### src/rtl/mu0_demux16.sv
// -----------------------------------------------------------------------------
// mu0_demux16
// Registered 1-to-2 demultiplexer for the MU0 datapath. One word from the
// shared source bus is steered into one of two destination channels. Each
// channel has a one-entry holding register with a valid/ready handshake, so a
// stalled destination never blocks or corrupts the other channel.
//
// Optional feature macro: MU0_DEMUX_CNT_EN
//   When defined, adds per-channel 8-bit drain counters (cnt0, cnt1) that
//   increment on every drain of their channel and wrap from 8'hFF to 8'h00.
//
// Ports:
//   clk        in   system clock, rising edge
//   rst_n      in   asynchronous active-low reset, synchronous release
//   in_data    in   [WIDTH] source word
//   in_sel     in   destination select (0 -> channel 0, 1 -> channel 1)
//   in_valid   in   source presents a word
//   in_ready   out  block accepts the word this cycle (combinational)
//   out0_data  out  [WIDTH] channel 0 held word
//   out0_valid out  channel 0 holds a word
//   out0_ready in   channel 0 consumer takes the word
//   out1_data  out  [WIDTH] channel 1 held word
//   out1_valid out  channel 1 holds a word
//   out1_ready in   channel 1 consumer takes the word
//   cnt0/cnt1  out  [8] drain counters (MU0_DEMUX_CNT_EN only)
// -----------------------------------------------------------------------------
module mu0_demux16 #(
  parameter int WIDTH = 16
) (
  input  logic             clk,
  input  logic             rst_n,
  input  logic [WIDTH-1:0] in_data,
  input  logic             in_sel,
  input  logic             in_valid,
  output logic             in_ready,
  output logic [WIDTH-1:0] out0_data,
  output logic             out0_valid,
  input  logic             out0_ready,
  output logic [WIDTH-1:0] out1_data,
  output logic             out1_valid,
  input  logic             out1_ready
`ifdef MU0_DEMUX_CNT_EN
  ,
  output logic [7:0]       cnt0,
  output logic [7:0]       cnt1
`endif
);

  typedef enum logic {
    EMPTY = 1'b0,
    FULL  = 1'b1
  } chan_state_e;

  chan_state_e      state_r     [2];
  chan_state_e      state_nxt_s [2];
  logic [WIDTH-1:0] data_r      [2];
  logic [1:0]       valid_s;
  logic [1:0]       load_s;
  logic [1:0]       drain_s;
  logic             accept_s;

  // Occupancy comes straight from the state registers.
  assign valid_s[0] = (state_r[0] == FULL);
  assign valid_s[1] = (state_r[1] == FULL);

  // A channel can take a word when it is empty or is being drained this cycle.
  always_comb begin
    in_ready = 1'b0;
    if (in_sel) begin
      in_ready = ~valid_s[1] | out1_ready;
    end else begin
      in_ready = ~valid_s[0] | out0_ready;
    end
  end

  assign accept_s   = in_valid & in_ready;
  assign load_s[0]  = accept_s & ~in_sel;
  assign load_s[1]  = accept_s & in_sel;
  assign drain_s[0] = valid_s[0] & out0_ready;
  assign drain_s[1] = valid_s[1] & out1_ready;

  // Per-channel next-state: a load always leaves the channel FULL, which
  // covers the simultaneous drain-and-load (zero-bubble) case.
  always_comb begin
    for (int i = 0; i < 2; i++) begin
      state_nxt_s[i] = state_r[i];
      case (state_r[i])
        EMPTY: begin
          if (load_s[i]) begin
            state_nxt_s[i] = FULL;
          end else begin
            state_nxt_s[i] = EMPTY;
          end
        end
        FULL: begin
          if (drain_s[i] && !load_s[i]) begin
            state_nxt_s[i] = EMPTY;
          end else begin
            state_nxt_s[i] = FULL;
          end
        end
        default: begin
          state_nxt_s[i] = EMPTY;
        end
      endcase
    end
  end

  // Channel state registers; reset discards any held word.
  always_ff @(posedge clk or negedge rst_n) begin
    if (!rst_n) begin
      state_r[0] <= EMPTY;
      state_r[1] <= EMPTY;
    end else begin
      state_r[0] <= state_nxt_s[0];
      state_r[1] <= state_nxt_s[1];
    end
  end

  // Holding registers only change on a load, so data is stable while stalled
  // and keeps its last value after a drain.
  always_ff @(posedge clk or negedge rst_n) begin
    if (!rst_n) begin
      data_r[0] <= {WIDTH{1'b0}};
      data_r[1] <= {WIDTH{1'b0}};
    end else begin
      for (int i = 0; i < 2; i++) begin
        if (load_s[i]) begin
          data_r[i] <= in_data;
        end else begin
          data_r[i] <= data_r[i];
        end
      end
    end
  end

  assign out0_data  = data_r[0];
  assign out1_data  = data_r[1];
  assign out0_valid = valid_s[0];
  assign out1_valid = valid_s[1];

`ifdef MU0_DEMUX_CNT_EN
  logic [7:0] cnt_r [2];

  // Drain counters; natural 8-bit overflow gives the FF -> 00 wrap.
  always_ff @(posedge clk or negedge rst_n) begin
    if (!rst_n) begin
      cnt_r[0] <= 8'h00;
      cnt_r[1] <= 8'h00;
    end else begin
      for (int i = 0; i < 2; i++) begin
        if (drain_s[i]) begin
          cnt_r[i] <= cnt_r[i] + 8'h01;
        end else begin
          cnt_r[i] <= cnt_r[i];
        end
      end
    end
  end

  assign cnt0 = cnt_r[0];
  assign cnt1 = cnt_r[1];
`endif

endmodule
### config.mk
export PLATFORM = sky130hd
export DESIGN_NAME = mu0_demux16
export DESIGN_NICKNAME = d
export VERILOG_FILES = /design/src/rtl/mu0_demux16.sv
export SDC_FILE = /design/constraint.sdc
export NUM_CORES = 1
export LEC_CHECK = 0
export CAP_MARGIN = 20
export CORE_MARGIN = 2
export CORE_UTILIZATION = 54
export DETAILED_ROUTE_END_ITERATION = 10
export DONT_BUFFER_PORTS = 1
export PLACE_DENSITY_LB_ADDON = 0.12
export RECOVER_POWER = 25
export SETUP_SLACK_MARGIN = 0.1
export SYNTH_ARGS = -nofsm -noshare
export SYNTH_HDL_FRONTEND = slang
export SYNTH_SLANG_ARGS = --single-unit
export TNS_END_PERCENT = 10
### constraint.sdc
create_clock -name clk -period 1.43 [get_ports clk]
set_clock_uncertainty 0.2 [all_clocks]
set_input_delay 0.143 -clock clk [delete_from_list [all_inputs] [get_ports clk]]
set_output_delay 0.143 -clock clk [all_outputs]
set_load 0.02 [all_outputs]
==> flow_summary.ini <==
[status]
status = complete, but fails checks
violations = negative hold slack, negative setup slack

[clock_network]
clk_latency_ps = 320
clockBufferDepth = 2
cts_hold_buf = 21
htree_levels = 2
cts_sinks = 34
clk_pin_slew_ps = 100
numCtsBuffers = 5
cts_tree = done
cts_root_buffer = clkbuf_4

[sta]
worst_slack_ps = -47.98
relSlewSlack = 0.4532
setup_viol_count_final = 17
period_share = 1.034
rsz0062_at_grt = true
tightest_slew_ps = 820.2
holdWs_ps = -118.4
period_minus_slack_ps = 1478
fmax_mhz = 676.6
hold_viol = 2
maxSlewViolCount = 0

[finish]
final_cell_mix = 33 x dfrtp_1, 20 x dlygate4sd3_1, 16 x mux2_4, 16 x mux2_2, 5 x clkbuf_4
final_common_cell = dfrtp_1
n_antenna_cell = 0
area.growth.synth_to_final_pct = 27.50
drive_above_1_share = 0.4865
nNetsFinal = 132
instances_no_fill = 141
fin_util = 0.7155

[synth]
synth_cells = 78
synth-simple-area-share = 0.05225
synth_nets = 100
ys_types = 15
syn_area_per_cell_um2 = 17.50
synth.area.mux_share = 0.2915
ys_warn_count = 0
synth_compound_area_frac = 0.007333
synthAdderAreaFrac = 0
synth_xor_area_frac = 0
yosysSeqAreaShare = 0.6233
syn_area_um2 = 1365
synth_top_family_by_area = multiplexers
synth_seq_cells = 34

[floorplan]
dieWidth_um = 54.28
die_height_um = 54.28
rows = 18
die_area_um2 = 2946
core_um2 = 2432
start_util = 0.5612
pin_count = 57

[route]
drt-total-wl_um = 2574
firstDrtPassIters = 2
routedWlPerCell_um = 18.26
drc = 0
drt_iter0_drc = 4
vias = 756
vias_per_cell = 5.362
antenna_left = 0

[min_path]
hp-class = in2reg

[setup_path]
endpoint_kind = output port
crit_chain = nand2b_4 > nor2_2 > a21oi_2 > buf_6
slowest_delay_ps = 430
worstPathRequired_ps = 1090
cp_data_arrival_time_ps = 1130
criticalPathCategory = reg2out
cp-start-kind = register
critPathTopFamily = flip-flops
worst-path-buf-inv = 1
path_max_fanout = 3
cp_slowest_cell = dfrtp_1

[placement]
dp_hpwl_um = 1603
gp_congestion = 0.6640
dp.cells = 111
placement.io_buffers = 0

[global_routing]
grtUsageTotal = 0.1875
antenna_found_initial = 0
grt_pass1_vias = 783
grt_max_degree = 35
grt_overflow_total = 0
grt_first_pass_wirelength_um = 3705

[job]
cap_violations = 0

[power_and_ir_drop]
leakagePower_nw = 0.7906
max-vdd-ir-drop_uv = 1172
finalPower_w = 0.002368
power.density_nw_per_um2 = 1361
==> what timing repair did <==
item                                    in CTS  in global routing
pin swaps                                    2                  1
setup buffers                                0                  1
endpoints found under the setup margin      33                 33
gates resized for setup                      5                  7
hold endpoints to repair                    68                  2
==> synth_stat cells <==
master / n / share of area
nand2_2: 1 / 0.0046
nor2b_4: 1 / 0.010
nor2_1: 1 / 0.0027
mux2_2: 22 / 0.18
a21oi_1: 1 / 0.0037
nand2b_2: 1 / 0.0064
nand3b_4: 1 / 0.015
or2b_1: 1 / 0.0055
inv_1: 1 / 0.0027
buf_12: 1 / 0.015
o21ai_0: 1 / 0.0037
buf_6: 1 / 0.0082
mux2_4: 10 / 0.11
nor2_4: 1 / 0.0082
dfrtp_1: 34 / 0.62
==> final cells by class <==
cell class              instances  area (um2)
inverters                       1       3.754
fillers                       181       691.9
clock buffers                   7       55.05
multi-input cells              41       513.0
repair buffers                 27       274.0
flip-flops and latches         34       852.1
well taps                      30       37.54
clock inverters                 1       5.005
==> registers in the layout, summed over array words and instances, names as in the netlist <==
signal	count
out0_data	16
out1_valid	1
out0_valid	1
out1_data	16
==> per-stage QoR <==
step	setup WS, ps	cell area [um2]	TNS [ps]	hold WS, ps
6_report	-47.98	1740	-552.3	-118.4
4_1_cts	-59.08	1722	-217.3	-128.9
3_3_place_gp	-0.6080	1423	-0.9636	-351.9
3_5_place_dp	-14.45	1423	-29.63	-351.9
2_1_floorplan	-110.4	1366	-1534	-352.6
5_1_grt	-99.63	1740	-1675	-117.3
==> worst paths after layout <==
check	startpoint	end	slack, ps	cells after the start
max	out0_valid$_DFF_PN0_	in_ready	-50	4
min	out0_ready	out0_valid$_DFF_PN0_	-120	2
max reg2reg	out1_valid$_DFF_PN0_	out1_data[9]$_DFFE_PN0P_	-40	4
min reg2reg	out0_valid$_DFF_PN0_	out0_valid$_DFF_PN0_	420	2
max in group asynchronous	rst_n	out1_valid$_DFF_PN0_	200	2
min in group asynchronous	rst_n	out0_valid$_DFF_PN0_	280	2
==> metal layers <==
layer	wire length (um)	track usage	vias to the layer above
li1	-	-	337
met1	934	0.2072	383
met2	1426	0.3133	34
met3	200	0.08470	2
met4	12	0.07500	0
met5	0	0	-
==> cells by family after synthesis <==
group	after synthesis
DFF	34
muxes	32
and+or+nand+nor	7
buffers and inverters	3
AOI/OAI and AO/OA	2
==> report_power, final <==
part           switching, W  total, W  internal, W
clock network      0.000292  0.000531     0.000238
logic              0.000123  0.000377     0.000254
registers          0.000330   0.00146      0.00113
Note: power is estimated with default switching activity, not from simulation.
==> RTL change, RTL diff (same flow settings) <==
The parameter `WIDTH` goes from 16 to 14.
--- a/src/rtl/mu0_demux16.sv
+++ b/src/rtl/mu0_demux16.sv
@@ -25,7 +25,7 @@
 //   cnt0/cnt1  out  [8] drain counters (MU0_DEMUX_CNT_EN only)
 // -----------------------------------------------------------------------------
 module mu0_demux16 #(
-  parameter int WIDTH = 16
+  parameter int WIDTH = 14
 ) (
   input  logic             clk,
   input  logic             rst_n,
Ports: changed (resized in_data, out0_data and out1_data); port bits go from 57 to 51. The function was not compared with the original's and may differ.
==> RTL change against the original RTL <==
Cell area decreased by 6.0%. Sequential cell count fell by 4. Critical path depth is 1 higher. Largest power group unchanged. Synthesized area shrank 9.7%. Wire length fell by 6.3%. Global-route usage rose by 2.4 points. Worst setup slack worse by 150 ps. Worst hold slack lost 69 ps. Total power down 10%. Critical path type is now reg -> reg. The flow still finishes with violations (negative hold slack, negative setup slack). Die area down 9.0%. Fmax is 9.1% lower.
==> RTL change: results (changes against the original RTL) <==
- Fin. Hold Viols: 1 (was 2)
- Area contributors post-synth: dfrtp_1 61%, mux2_2 16%, mux2_4 12% (was dfrtp_1 62%, mux2_2 18%, mux2_4 11%)
- Total GRT Usage: 0.211 (was 0.187)
- Seq/Total Area, Yosys: 0.609 (was 0.623)
- WHS Path Cells: 2 (unchanged)
- Adder-Cell Fraction of Synth Area: 0 (unchanged)
- Placed cells: 104 (was 111)
- Post-synthesis compound-gate area fraction: 0.00406 (was 0.00733)
- Largest net degree at the start of global routing: 31 (was 35)
- Clock network power share: 0.205 (was 0.224)
- Worst setup path endpoint: out1_data[13]$_DFFE_PN0P_ (was in_ready)
- Worst slew pin tran: 711 ps (was 820 ps)
- Setup Buffers After CTS: 1 (was 0)
- Critical path fanouts, max: 6 (was 3)
- Crit path DAT: 1620 ps (was 1130 ps)
- CTS Hold Bufs: 18 (was 21)
- Wirelength per Cell: 18.5 um (was 18.3 um)
- Fill cell count: 137 (was 181)
- Overall power: 2.13 mW (was 2.37 mW)
- Outcome: finished, violations left (unchanged)
- Routed WL: 2410 um (was 2570 um)
- Layout cells sized above 1: 0.480 (was 0.486)
- Synthesized Nets: 91 (was 100)
- Port bufs: 0 (unchanged)
- Final net count: 122 (was 132)
- Sw Pwr: 667 uW (was 746 uW)
- Post-synthesis cell type count: 14 (was 15)
- Gpl congestion: 0.641 (was 0.664)
- Total iterations of the first detailed-routing run: 4 (was 2)
- First DRT Iteration DRCs: 5 (was 4)
- Vias post-DR: 687 (was 756)
- Mux contribution to synthesized area: 0.286 (was 0.291)
- Worst Reg-to-Reg Cells: 5 (was 4)
- Violations in the final reports: negative hold slack, negative setup slack (unchanged)
- Final HPWL DP: 1460 um (was 1600 um)
- Final worst slack: -197 ps (was -48.0 ps)
- First-pass GRT wire length: 3880 um (was 3710 um)
- Post-CTS Resized: 24 (was 5)
- Number of global-route vias before repair: 748 (was 783)
- Register share of total power: 0.605 (was 0.617)
- Leak: 0.765 nW (was 0.791 nW)
- Clock Pin Slew Worst Setup and Hold Paths: 80 ps (was 100 ps)
- Syn avg cell area: 17.4 um^2 (was 17.5 um^2)
- Endpoints failing setup: 29 (was 17)
- VDD IR-drop max: 1.02 mV (was 1.17 mV)
- Worst Hold Margin: -188 ps (was -118 ps)
RTL change: metal layers:
layer / GRT usage / vias up / share of wire
met3: 0.0718 / 8 / 0.064
li1: - / 306 / -
met4: 0.118 / 0 / 0.022
met1: 0.250 / 338 / 0.41
met5: 0 / - / 0
met2: 0.335 / 35 / 0.50
RTL change: through the flow:
stage	utilization	setup TNS, ps	area (um^2)	worst slack, ps
after floorplan	-	-3530	1230	-205
after global placement	0.597	-698	1310	-36.6
after detailed placement	0.597	-1610	1310	-95.7
after CTS	0.749	-3800	1640	-211
after global routing	0.747	-4810	1640	-256
final	0.747	-3270	1640	-197
RTL change: critical path, stage by stage (launching register included):
cell     delay, ps
dfrtp_1        390
and2b_2        220
buf_6          120
nor2_4         110
buf_6          160
mux2_4         310
RTL change: final cells by class:
type	count	area [um^2]	share of cell area
clock buffer	7	45.0	0.0275
multi-input combinational	38	515	0.315
sequential	30	751	0.459
tap	28	35.0	0.0214
timing repair buffer	27	290	0.177
